## src/rtl/if_fetch_buf.sv

```systemverilog
// if_fetch_buf: prefetching instruction fetch stage. Drives a synchronous
// instruction ROM, tracks the single in-flight request and buffers returned
// {pc, inst} pairs in a DEPTH-entry FIFO whose head is presented to ID.
// Ports: clk/rst (async active-high); rom_addr_o/rom_ce_o/rom_data_i to the
// ROM; stall_i from ID; redirect_i/redirect_pc_i for branch/jump; id_valid_o,
// id_pc_o, id_inst_o, count_o to ID; bubble_cnt_o diagnostic counter.
// Optional feature macro: IF_FETCH_BUF_BUBBLE_CNT_EN enables the bubble
// counter; when undefined bubble_cnt_o is tied to zero.
// Latency: ROM request to id_valid_o is 2 cycles (request edge, capture edge).
// Backpressure: a fetch is issued only when a FIFO slot is guaranteed for its
// response, so the ROM is throttled rather than responses dropped.
module if_fetch_buf #(
  parameter int                ADDR_W   = 32,
  parameter int                DATA_W   = 32,
  parameter int                DEPTH    = 4,
  parameter logic [ADDR_W-1:0] RESET_PC = '0
) (
  input  logic                       clk,
  input  logic                       rst,
  output logic [ADDR_W-1:0]          rom_addr_o,
  output logic                       rom_ce_o,
  input  logic [DATA_W-1:0]          rom_data_i,
  input  logic                       stall_i,
  input  logic                       redirect_i,
  input  logic [ADDR_W-1:0]          redirect_pc_i,
  output logic                       id_valid_o,
  output logic [ADDR_W-1:0]          id_pc_o,
  output logic [DATA_W-1:0]          id_inst_o,
  output logic [$clog2(DEPTH):0]     count_o,
  output logic [31:0]                bubble_cnt_o
);

  localparam int PW = $clog2(DEPTH);
  localparam int CW = PW + 1;

  logic [ADDR_W-1:0] pc;
  logic              started;
  logic              inflight;
  logic [ADDR_W-1:0] inflight_pc;
  logic [ADDR_W-1:0] mem_pc   [DEPTH];
  logic [DATA_W-1:0] mem_inst [DEPTH];
  logic [PW-1:0]     rptr;
  logic [PW-1:0]     wptr;
  logic [CW-1:0]     count;

  logic              pop;
  logic              push;
  logic              issue;
  logic [CW:0]       occ;

  always_comb begin
    id_valid_o = (count != '0);
    pop        = id_valid_o & ~stall_i & ~redirect_i;
    push       = inflight & ~redirect_i;
    // Occupancy after this cycle's pop, counting the response still in
    // flight: a new request is only safe if that leaves a free slot.
    occ        = {1'b0, count} + {{CW{1'b0}}, inflight} - {{CW{1'b0}}, pop};
    issue      = started & ~redirect_i & (occ < (CW+1)'(DEPTH));
  end

  assign rom_ce_o   = issue;
  assign rom_addr_o = pc;
  assign id_pc_o    = mem_pc[rptr];
  assign id_inst_o  = mem_inst[rptr];
  assign count_o    = count;

  always_ff @(posedge clk or posedge rst) begin
    if (rst) begin
      pc          <= RESET_PC;
      started     <= 1'b0;
      inflight    <= 1'b0;
      inflight_pc <= '0;
      rptr        <= '0;
      wptr        <= '0;
      count       <= '0;
      for (int i = 0; i < DEPTH; i++) begin
        mem_pc[i]   <= '0;
        mem_inst[i] <= '0;
      end
    end else begin
      started <= 1'b1;
      if (redirect_i) begin
        // Redirect beats everything: drop buffered entries and the
        // in-flight response, restart at the new target next cycle.
        pc       <= redirect_pc_i;
        inflight <= 1'b0;
        rptr     <= '0;
        wptr     <= '0;
        count    <= '0;
      end else begin
        inflight <= issue;
        if (issue) begin
          pc          <= pc + ADDR_W'(4);
          inflight_pc <= pc;
        end
        if (push) begin
          mem_pc[wptr]   <= inflight_pc;
          mem_inst[wptr] <= rom_data_i;
          wptr           <= wptr + PW'(1);
        end
        if (pop) begin
          rptr <= rptr + PW'(1);
        end
        count <= count + CW'(push) - CW'(pop);
      end
    end
  end

`ifdef IF_FETCH_BUF_BUBBLE_CNT_EN
  logic [31:0] bubble_cnt;

  // Every post-reset cycle without a valid head counts, including the
  // release cycle in which started is being set: three at startup, two
  // after each redirect.
  always_ff @(posedge clk or posedge rst) begin
    if (rst) begin
      bubble_cnt <= '0;
    end else if (!id_valid_o && (bubble_cnt != 32'hFFFF_FFFF)) begin
      bubble_cnt <= bubble_cnt + 32'd1;
    end
  end

  assign bubble_cnt_o = bubble_cnt;
`else
  assign bubble_cnt_o = '0;
`endif

endmodule

```

## config.mk

```make
export PLATFORM = sky130hd
export DESIGN_NAME = if_fetch_buf
export DESIGN_NICKNAME = d
export VERILOG_FILES = /design/src/rtl/if_fetch_buf.sv
export SDC_FILE = /design/constraint.sdc
export NUM_CORES = 1
export LEC_CHECK = 0
export ABC_CLOCK_PERIOD_IN_PS = 15300
export BUFFER_PORTS_ARGS = -buffer_cell sky130_fd_sc_hd__buf_2
export CELL_PAD_IN_SITES_DETAIL_PLACEMENT = 1
export CELL_PAD_IN_SITES_GLOBAL_PLACEMENT = 1
export CORE_AREA = 2 2 176 178
export CTS_BUF_LIST = sky130_fd_sc_hd__clkbuf_4 sky130_fd_sc_hd__clkbuf_8
export DETAILED_ROUTE_END_ITERATION = 16
export DIE_AREA = 0 0 178 180
export MAX_ROUTING_LAYER = met4
export PLACE_DENSITY = 0.94
export SKIP_LAST_GASP = 1
export SYNTH_ARGS = -nofsm -noshare
export SYNTH_HDL_FRONTEND = slang
export SYNTH_SLANG_ARGS = --single-unit
```

## constraint.sdc

```tcl
create_clock -name clk -period 15.3 [get_ports clk]
set_input_delay 3.06 -clock clk [delete_from_list [all_inputs] [get_ports clk]]
set_output_delay 3.06 -clock clk [all_outputs]
set_load 0.01 [all_outputs]
```

Word level (Yosys, flattened, before mapping)
Index checks and enable logic that the tools add are counted.
{"block": "word_totals", "regBits": 329, "latch_bits": 0, "mem_bits_rw": 0, "mem_bits_ro": 0, "inputBits": 68, "output_inout_bits": 133, "word_cells": 60, "memories": 0}
{"block": "op_classes", "add_sub_neg": 7, "n_mul": 0, "n_div": 0, "n_lt_le_gt_ge": 4, "n_eq_ne": 0, "shift": 0, "muxes": 18, "bitwise": 9, "n_reduce_logical": 7}
{"operator": "$bwmux 128", "n": 2}
{"operator": "$mux 32", "n": 7}
{"operator": "$bmux 32 s2", "n": 2}
{"operator": "$demux 32 s2", "n": 1}
{"operator": "$add 32x3->32 const B", "n": 1}
{"operator": "$mux 2", "n": 4}
{"operator": "$ge 3x3->1 const B", "n": 2}
{"operator": "$not 2->3", "n": 2}
{"operator": "$reduce_bool 2->1", "n": 3}
{"operator": "$and 1x1->1", "n": 5}
{"operator": "$add 2x1->2 const B", "n": 2}
{"operator": "$add 3x1->4", "n": 1}
{"operator": "$lt 4x3->1 const B", "n": 1}
{"operator": "$reduce_and 2->1", "n": 2}
{"operator": "$sub 4x1->4", "n": 1}
{"operator": "$add 3x1->3", "n": 1}
{"operator": "$lt 3x1->1 const B", "n": 1}
{"operator": "$mux 3", "n": 1}
{"operator": "$reduce_bool 3->1", "n": 1}
{"operator": "$sub 3x1->3", "n": 1}
{"operator": "$not 1->1", "n": 2}
{"operator": "$logic_and 1x1->1", "n": 1}
{"operator": "$mux 1", "n": 1}

Longest topological paths before layout
Gate-level depths: netlist of the first run.
{"block": "logic_depth", "ltp_word": 8, "ltp_mapped": 11}

Worst setup path after synthesis of the first run
No wires, ideal clock.
{"block": "synth_path", "path_type": "input to output", "start": "input port redirect_i", "end": "output port rom_ce_o", "arrival_time_ns": 5.092, "required_ns": 12.240, "path_slack_ns": 7.148, "path_stages": 10, "path_buffers": 3, "cell_sequence": "buf_1 > clkbuf_1 > nor2_1 > nand2_1 > ha_1 > a211oi_1 > a22o_1 > o31ai_4 > nor2_2 > buf_2"}
{"block": "synth_via", "elab_chain_cells": 5, "word_cells_on_any_way": 6, "classes_between": "add/sub (1); order compare (1); bitwise (4)"}
{"element": "start: declaration", "line": "24", "rtl": "input logic redirect_i,"}
{"element": "$not 1->1 (no line) *"}
{"element": "$and 1x1->1", "line": "53", "rtl": "pop = id_valid_o & ~stall_i & ~redirect_i;"}
{"element": "$sub 4x1->4", "line": "57", "rtl": "occ = {1'b0, count} + {{CW{1'b0}}, inflight} - {{CW{1'b0}}, pop};"}
{"element": "$lt 4x3->1", "line": "58", "rtl": "issue = started & ~redirect_i & (occ < (CW+1)'(DEPTH));"}
{"element": "$and 1x1->1 *", "line": "58"}
{"element": "end: declaration", "line": "21", "rtl": "output logic rom_ce_o,"}
Every way passes the cells marked *; elsewhere a longest branch is shown, timed or not.

Final worst setup path of the first run
Same ends and word-level chain as after synthesis.

==> results of run 1 <==
## layer usage
| layer | track usage | vias up | part of all wire |
|---|---|---|---|
| met1 | 0.306 | 4943 | 0.41 |
| met4 | 0.0974 | 0 | 0.033 |
| met3 | 0.0425 | 101 | 0.051 |
| li1 | - | 4010 | - |
| met2 | 0.421 | 322 | 0.51 |
| met5 | - | - | 0 |
## worst min path at each step
stage / startpoint / end / slack [ns]
2_1_floorplan: mem_inst[56] / mem_inst[56] / 0.47
3_3_place_gp: mem_pc[46] / mem_pc[46] / 0.48
3_5_place_dp: mem_inst[83] / mem_inst[83] / 0.49
4_1_cts: mem_pc[14] / mem_pc[14] / 0.50
5_1_grt: mem_inst[29] / mem_inst[29] / 0.51
6_report: mem_pc[1] / mem_pc[1] / 0.50
## synthesized netlist by cell type (6+ instances only)
master	n
or3_1	12
o21ai_0	14
nand2_1	24
buf_2	9
buf_4	32
nor3_1	7
mux2_1	29
o31ai_1	8
nand3_1	9
a31oi_1	24
clkbuf_1	41
buf_1	6
nor2b_1	8
nand4_1	8
nor2_1	37
dfrtp_1	329
mux2_2	261
mux4_2	64
ha_1	8
inv_1	12
or4_1	8
## cell families after synthesis
group                      after synthesis  share of synthesized area
adders and majority gates                9                    0.00810
and+or+nand+nor                        131                     0.0462
other                                    2                   0.000506
AOI/OAI and AO/OA                       66                     0.0318
muxes                                  357                      0.319
DFF                                    329                      0.555
buffers and inverters                  101                     0.0344
xor gates and xnor gates                 8                    0.00472
## power groups by stage
stage	Clock, mW	Sequential (mW)	Combinational, mW
2_1_floorplan	0	1.27	0.675
3_3_place_gp	0	1.32	0.900
3_5_place_dp	0	1.36	0.955
4_1_cts	0.874	1.35	0.971
5_1_grt	0.917	1.39	1.03
6_report	0.859	1.35	0.956
## worst max-delay path, stage by stage
cell,delay (ns)
buf_2,0.61
nor2_1,0.11
nand2_1,0.14
ha_1,0.25
a211oi_1,0.11
a22o_1,0.27
o31ai_4,0.97
nor2_4,0
buf_2,0.18
## sequential cells by signal, indices dropped and copies added, names as in the netlist
name and cells:
count_o 3, inflight 1, inflight_pc 32, mem_inst 128, mem_pc 128, rom_addr_o 32
rptr 2, started 1, wptr 2
## stage by stage
stage / worst slack [ns] / hold slack [ns] / area, um2
finish: 6.52 / 0.501 / 17200
global route: 6.34 / 0.510 / 17200
detailed placement: 6.64 / 0.488 / 15900
CTS: 6.56 / 0.504 / 17200
floorplan: 3.13 / 0.474 / 15000
global placement: 6.84 / 0.481 / 15900
## cell type report
| class | instances | area share |
|---|---|---|
| diodes | 1 | 0.000146 |
| multi-input cells | 604 | 0.364 |
| well taps | 396 | 0.0289 |
| repair buffers | 173 | 0.0519 |
| clock inverters | 11 | 0.00546 |
| inverters | 13 | 0.00328 |
| flip-flops and latches | 329 | 0.480 |
| clock buffers | 93 | 0.0669 |
==> results.toml, run 1 <==
[critical_path]
reg2reg_to = "inflight_pc[27]"
reg2reg_slack_ns = 11.66
critPathKind = "input port to output pin"
cp.arrival_ns = 5.72
crit_fanout = 40
r2r_cells = 10
crit_end = "rom_ce_o"
r2r-start = "count_o[2]"
start_kind = "input port"
startpoint = "redirect_i"
required_ns = 12.24
endpoint_kind = "output pin"

[power_and_ir_drop]
p_leak_nw = 8.06
powerDensity_mw_per_mm2 = 184
seqPwrFrac = 0.427
power.total_mw = 3.17
swShare = 0.323
combPwrFrac = 0.302
ir_worst_vdd_mv = 0.146
p_switching_mw = 1.02
internal_power_mw = 2.14
p_clk_frac = 0.271

[routing]
route.detailed.drc = 0
ant_nets = 0
first_pass_iters = 5
vias = 9376
wire_per_inst_um = 23.9
first_iter_violations = 428
routed_wl_um = 38700
routed_via_density = 5.79

[layout]
nFillCells = 2932
final_core_util = 0.569
layout-drive-gt1-share = 0.506
fin_nets = 1254
fin_cells = 1620
area_growth_pct = 15.7
layout_commonest_cell = "dfrtp_1"
regArea_mm2 = 0.00824
final_cell_mix = "dfrtp_1 (327), mux2_2 (261), buf_2 (168)"
multi_input_area_mm2 = 0.00624

[logic_synthesis]
synthTopCellsByArea = "dfrtp_1 (55%), mux2_2 (20%), mux4_2 (9.7%), mux2_1 (2.2%), buf_4 (1.6%)"
synth_top_area_share = 0.555
ys.warnings.count = 0
syn_avg_cell_area_um2 = 14.8
syn-instance-count = 1003
synth_area_mm2 = 0.0148
synth_edf_count = 0
async_reset_ff_frac = 1.00
ys_seq_area_frac = 0.555
synth_cell_types = 52
synth_flop_cell = "dfrtp_1"
synth-seq-cells = 329
yosys.area.top_type = "dfrtp_1"

[sta]
slew-limit-headroom = 0.192
min_period_over_period = 0.574
min_period_ns = 8.78
report.final.slew_viol_count = 0
grt_setup_unrepaired = "no"
fin_skew_ns = 0.0315
final-setup-viol-count = 0
max_clock_freq_mhz = 114
finalSetupTns_ns = 0
hold_viol = 0
tightestPinTransition_ns = 1.21

[placement]
globalplace.congestion = 0.808
numPortBuffers = 168
dpl.cell_count = 1515
hpwl_um = 23300

[floorplanning]
start_util = 0.491
die_h_um = 180
die_w_um = 178
die_area_mm2 = 0.0320
core_area_mm2 = 0.0302
rows = 64
num_io_pins = 201

[clock_network]
post_cts_buffers = 0
clkLatencyLatePin_ns = 0.61
postCtsHoldBufs = 0
cts_resized = 0
cts_made_buffers = 56
cts_max_level = 2
ctsRootBufferMaster = "clkbuf_8"
clkTransAtPathRegs_ns = 0.05
cts_sinks = 329
clock_path_buffers = 3
cts_tree = "built"

[grt]
antenna_found_initial = 1
overflow = 0
grt_first_pass_wirelength_um = 60800
grt_pass1_vias = 10700
grt_usage = 0.252
grt_max_degree = 193

[worst_hold_path]
whs_path_depth = 1
hp-class = "register to register"

[job]
drv_cap = 0

[outcome]
status = "complete, no violations"
(Power assumes the default switching activity.)
==> inputs of run 2 (changes only) <==
ABC_CLOCK_PERIOD_IN_PS = 8500   (was 15300)
clock period = 8.5 ns   (was 15.3 ns; I/O delays follow)
==> run 2 against run 1 <==
Clock power grew 79%. Via count rose by 1.5%. Count of clock-buffer cells in the layout fell by 6. Critical path type unchanged. Register-to-register slack worse by 7.1 ns. Final cell count down 0.12%. Sequential share of layout area hardly changed. Clock skew shrank 0.0027 ns. Largest power group unchanged.
==> results.toml, run 2 (synthesis gave the netlist of run 1 again) <==
[clock_network]
cts_max_level = 2
postCtsHoldBufs = 0
clkTransAtPathRegs_ns = 0.05
ctsRootBufferMaster = "clkbuf_8"
post_cts_buffers = 0
clock_path_buffers = 3
cts_resized = 0
cts_made_buffers = 56
cts_sinks = 329
clkLatencyLatePin_ns = 0.60
cts_tree = "built"

[sta]
fin_skew_ns = 0.0288
hold_viol = 0
grt_setup_unrepaired = "no"
tightestPinTransition_ns = 1.23
report.final.slew_viol_count = 0
max_clock_freq_mhz = 149
min_period_over_period = 0.792
final-setup-viol-count = 0
min_period_ns = 6.73
finalSetupTns_ns = 0
fin_ws_ns = 1.77
slew-limit-headroom = 0.181

[placement]
place_area_mm2 = 0.0159
globalplace.congestion = 0.814
pre_cts_ws_ns = 1.93
hpwl_um = 23500
numPortBuffers = 168

[layout]
layout_commonest_cell = "dfrtp_1"
nFillCells = 2895
final_cell_mix = "dfrtp_1 (327), mux2_2 (261), buf_2 (168)"
area_growth_pct = 15.7
fin_area_mm2 = 0.0172
top_regs = "mem_inst (128), mem_pc (128)"
layout-drive-gt1-share = 0.505
fin_nets = 1255

[floorplanning]
core_area_mm2 = 0.0302
num_io_pins = 201
die_h_um = 180
start_util = 0.491
die_w_um = 178
rows = 64
die_area_mm2 = 0.0320

[routing]
vias = 9518
routed_wl_um = 38500
routed_via_density = 5.88
ant_nets = 0
route.detailed.drc = 0
wire_per_inst_um = 23.8
first_pass_iters = 4
first_iter_violations = 408

[critical_path]
critPathKind = "input port to output pin"
required_ns = 6.80
start_kind = "input port"
crit_fanout = 40
r2r_cells = 9
endpoint_kind = "output pin"
cp.arrival_ns = 5.03

[worst_hold_path]
hp-class = "register to register"
whs_path_depth = 1

[grt]
grt_pass1_vias = 10700
antenna_found_initial = 2
busiest_layer = "met2"
grt_max_degree = 184
met1_usage = 0.299
grt_usage = 0.252
grt_first_pass_wirelength_um = 60800
overflow = 0
gr-usage-met3 = 0.0493
met2_usage = 0.418

[power_and_ir_drop]
ir_worst_vdd_mv = 0.206
powerDensity_mw_per_mm2 = 332
p_leak_nw = 8.04

[outcome]
status = "complete, no violations"

[job]
drv_cap = 0
## run 2: cell count changes in the layout (fill, tap and decap cells not counted)
cell,change
clkinv_2,+1
clkinvlp_4,+1
inv_6,-2
clkbuf_8,-1
clkinv_4,+1
clkbuf_4,-5
diode_2,+1
bufinv_16,+1
buf_4,+1
## run 2: layer usage
metal	wire, um	share of wire	vias to the layer above
met3	2280	0.059	115
met4	1490	0.039	0
li1	-	-	4014
met1	15000	0.39	5036
met5	0	0	-
met2	19800	0.51	353
## run 2: metrics by stage
stage	util	total power, mW	hold WS, ns	std cells
after floorplan	-	3.49	0.474	1034
after global placement	0.528	4.00	0.481	1516
after detailed placement	0.528	4.16	0.491	1516
after CTS	0.568	5.75	0.502	1616
after global routing	0.569	5.99	0.516	1618
final	0.569	5.69	0.497	1618
## run 2: layout make-up
class,count,area [um2],share of cell area
flip-flops and latches,329,8240,0.480
multi-input cells,604,6240,0.364
clock buffers,87,1100,0.0639
repair buffers,174,898,0.0523
well taps,396,495,0.0289
clock inverters,13,131,0.00765
inverters,13,52.6,0.00306
diodes,2,5.00,0.000292
## run 2: critical path: stages
cell and delay [ns]:
buf_2 0.59, nor2_1 0.11, nand2_1 0.12, ha_1 0.26, a211oi_1 0.37, a22o_1 0.31
o31ai_4 0.24, nor2_4 1.01, buf_2 0.29
## run 2: final timing paths
| check | from | end | slack [ns] |
|---|---|---|---|
| worst max-delay path | redirect_i | rom_ce_o | 1.77 |
| worst min-delay path | mem_pc[35] | mem_pc[35] | 0.50 |
| worst max register to register | count_o[2] | inflight_pc[29] | 4.61 |
| worst min register to register | mem_pc[35] | mem_pc[35] | 0.50 |
| max in group asynchronous | rst | mem_pc[20] | 5.52 |
| min in group asynchronous | rst | mem_inst[85] | 1.45 |
## run 2: where the power goes
| part | leakage (nW) | internal [mW] | total (mW) | switching [mW] |
|---|---|---|---|---|
| combinational | 3.17 | 0.926 | 1.72 | 0.792 |
| sequential | 4.22 | 2.05 | 2.43 | 0.388 |
| clock | 0.655 | 0.883 | 1.54 | 0.658 |
==> inputs of run 3 (changes only) <==
ABC_AREA = 1   (was unset)
ABC_CLOCK_PERIOD_IN_PS = 5500   (was 8500)
CORE_AREA = 2 2 198 200   (was 2 2 176 178)
DIE_AREA = 0 0 200 202   (was 0 0 178 180)
PLACE_DENSITY = 0.89   (was 0.94)
clock period = 5.5 ns   (was 8.5 ns; I/O delays follow)
==> run 3 against run 2 <==
Register-to-register slack worse by 2.6 ns. Power up 61%. Combinational power up 80%. Synthesized area up 2.1%. Critical path depth up 7. Global-route usage down 2.3 points. Non-clock buffer count up 9. Wire length up 15%. Setup slack worse by 0.46 ns. Die area up 26%. Utilization down 11 points. Design area up 1.5%. Largest cell class unchanged. Highest routed layer unchanged.
==> results.toml, run 3 <==
[outcome]
status = "complete, no violations"

[power_and_ir_drop]
ir_worst_vdd_mv = 0.234
powerDensity_mw_per_mm2 = 525
p_leak_nw = 8.71

[logic_synthesis]
synth_top_family_by_area = "simple AND/OR/NAND/NOR gates"
synth_xor_area_frac = 0.0110
synth_cell_types = 30
synthTopCellsByArea = "dfrtp_1 (54%), o21ai_0 (14%), nand2_1 (12%), nor2_1 (3.9%), inv_1 (2.9%)"
synth_area_mm2 = 0.0151
synth.most_common_cell = "nand2_1"
synth_flop_cell = "dfrtp_1"
ys_seq_area_frac = 0.544
yosys.area.top_type = "dfrtp_1"
synth_edf_count = 0
synth_top_area_share = 0.544
synth_compound_area_frac = 0.170
synth-seq-cells = 329
synthMuxAreaShare = 0
yosys.area_share.simple = 0.188
async_reset_ff_frac = 1.00
syn_avg_cell_area_um2 = 8.20
synth_fa_ha_area_frac = 0.00793
ys_top_cells_by_count = "nand2_1 (482), o21ai_0 (426), dfrtp_1 (329)"
syn-instance-count = 1847
ys.warnings.count = 0

[routing]
first_pass_iters = 5
route.detailed.drc = 0
first_iter_violations = 767
wire_per_inst_um = 17.5
ant_nets = 0
routed_via_density = 5.17
routed_wl_um = 44100
vias = 13100

[layout]
final_cell_mix = "nand2_1 (478), o21ai_0 (426), dfrtp_1 (327)"
layout_commonest_cell = "nand2_1"
layout-drive-gt1-share = 0.149
area_growth_pct = 15.0
fin_nets = 2044
multi_input_area_mm2 = 0.00587
final_core_util = 0.455
nFillCells = 4678
top_regs = "mem_inst (128), mem_pc (128)"
regArea_mm2 = 0.00824
fin_cells = 2527

[critical_path]
start_kind = "input port"
cpPeakStageDelay_ns = 0.31
endpoint_kind = "output pin"
path_delay_family = "buffers and inverters"
path_cells = "buf_2, inv_1, nand2_1, nor2_1, inv_1, ha_1, nand2_1, inv_1, nand4_1, nand2_1, nand2_1, nand2_1, nor2_2, nand2_2, clkinv_1, buf_2"
crit_buf_inv = 6
r2r_cells = 19
required_ns = 4.40
crit_fanout = 10
reg2reg_slack_ns = 1.97
cp.arrival_ns = 3.09
r2r-start = "count_o[1]"
critPathKind = "input port to output pin"
cp_slowest_cell = "ha_1"
cp_common_cell = "nand2_1"
reg2reg_to = "rom_addr_o[13]"

[clock_network]
clkTransAtPathRegs_ns = 0.05
ctsRootBufferMaster = "clkbuf_8"
clkLatencyLatePin_ns = 0.63
postCtsHoldBufs = 0
cts_made_buffers = 57
cts_resized = 0
cts_tree = "built"
cts_sinks = 329
clock_path_buffers = 3
post_cts_buffers = 0
cts_max_level = 2

[floorplanning]
start_util = 0.396
num_io_pins = 201
die_area_mm2 = 0.0404
rows = 72
die_w_um = 200
core_area_mm2 = 0.0383
die_h_um = 202

[placement]
numPortBuffers = 168
globalplace.congestion = 0.855
dpl.cell_count = 2426
hpwl_um = 27100

[grt]
antenna_found_initial = 2
grt_usage = 0.229
overflow = 0
grt_max_degree = 138
grt_pass1_vias = 13900
grt_first_pass_wirelength_um = 72300

[worst_hold_path]
hold_path_end = "mem_inst[72]"
hp-class = "register to register"
whs_path_depth = 2
hold_path_startpoint = "mem_inst[72]"

[sta]
min_period_ns = 4.19
min_period_over_period = 0.762
final-setup-viol-count = 0
report.final.slew_viol_count = 0
finalSetupTns_ns = 0
hold_viol = 0
slew-limit-headroom = 0.306
fin_skew_ns = 0.0167
max_clock_freq_mhz = 239
grt_setup_unrepaired = "no"
tightestPinTransition_ns = 1.04

[job]
drv_cap = 0
-- run 3: kinds of logic after synthesis --
group	after synthesis
compound gates	497
xor+xnor	19
fa+ha+maj	9
buf+inv	272
flops	329
other cells	2
simple gates	719
-- run 3: power breakdown --
group / switching (mW) / total, mW / leakage, nW / internal (mW)
sequential: 0.557 / 3.69 / 4.40 / 3.13
combinational: 2.02 / 3.10 / 3.67 / 1.08
clock: 1.01 / 2.36 / 0.645 / 1.34
-- run 3: stage by stage --
step / hold WS, ns / total power [mW] / area (um2) / setup slack (ns)
floorplan: 0.448 / 5.59 / 15300 / 0.00732
global placement: 0.460 / 6.64 / 16200 / 1.42
detailed placement: 0.468 / 6.83 / 16200 / 1.29
CTS: 0.482 / 9.26 / 17400 / 1.26
global route: 0.507 / 9.83 / 17400 / 1.02
finish: 0.476 / 9.14 / 17400 / 1.31
-- run 3: layer usage --
| metal | vias up | GRT usage | part of all wire |
|---|---|---|---|
| li1 | 6222 | - | - |
| met1 | 6469 | 0.291 | 0.45 |
| met2 | 314 | 0.375 | 0.48 |
| met3 | 70 | 0.0471 | 0.055 |
| met4 | 0 | 0.0569 | 0.019 |
| met5 | - | - | 0 |
-- run 3: how the worst max path moves through the flow --
stage                     from         end  slack, ns  cells past startpoint
floorplan                  rst  count_o[0]      0.007                      1
global placement       stall_i    rom_ce_o       1.42                     16
detailed placement     stall_i    rom_ce_o       1.29                     16
CTS                 count_o[1]    rom_ce_o       1.26                     16
global route        count_o[1]    rom_ce_o       1.02                     16
finish                 stall_i    rom_ce_o       1.31                     16
-- run 3: area by class of cell --
| class | instances | share of cell area |
|---|---|---|
| Clock inverter | 9 | 0.00438 |
| Timing Repair Buffer | 183 | 0.0576 |
| Tap cell | 518 | 0.0372 |
| Inverter | 119 | 0.0260 |
| Multi-Input combinational cell | 1277 | 0.337 |
| Antenna cell | 2 | 0.000287 |
| Clock buffer | 90 | 0.0650 |
| Sequential cell | 329 | 0.473 |
-- run 3: worst register-to-register path: cells and delay by family, from the launching register on --
family	cells	cell delay [ns]
and+or+nand+nor	14	1.54
adders and majority gates	1	0.31
DFF	1	0.44
buffers and inverters	4	1.11
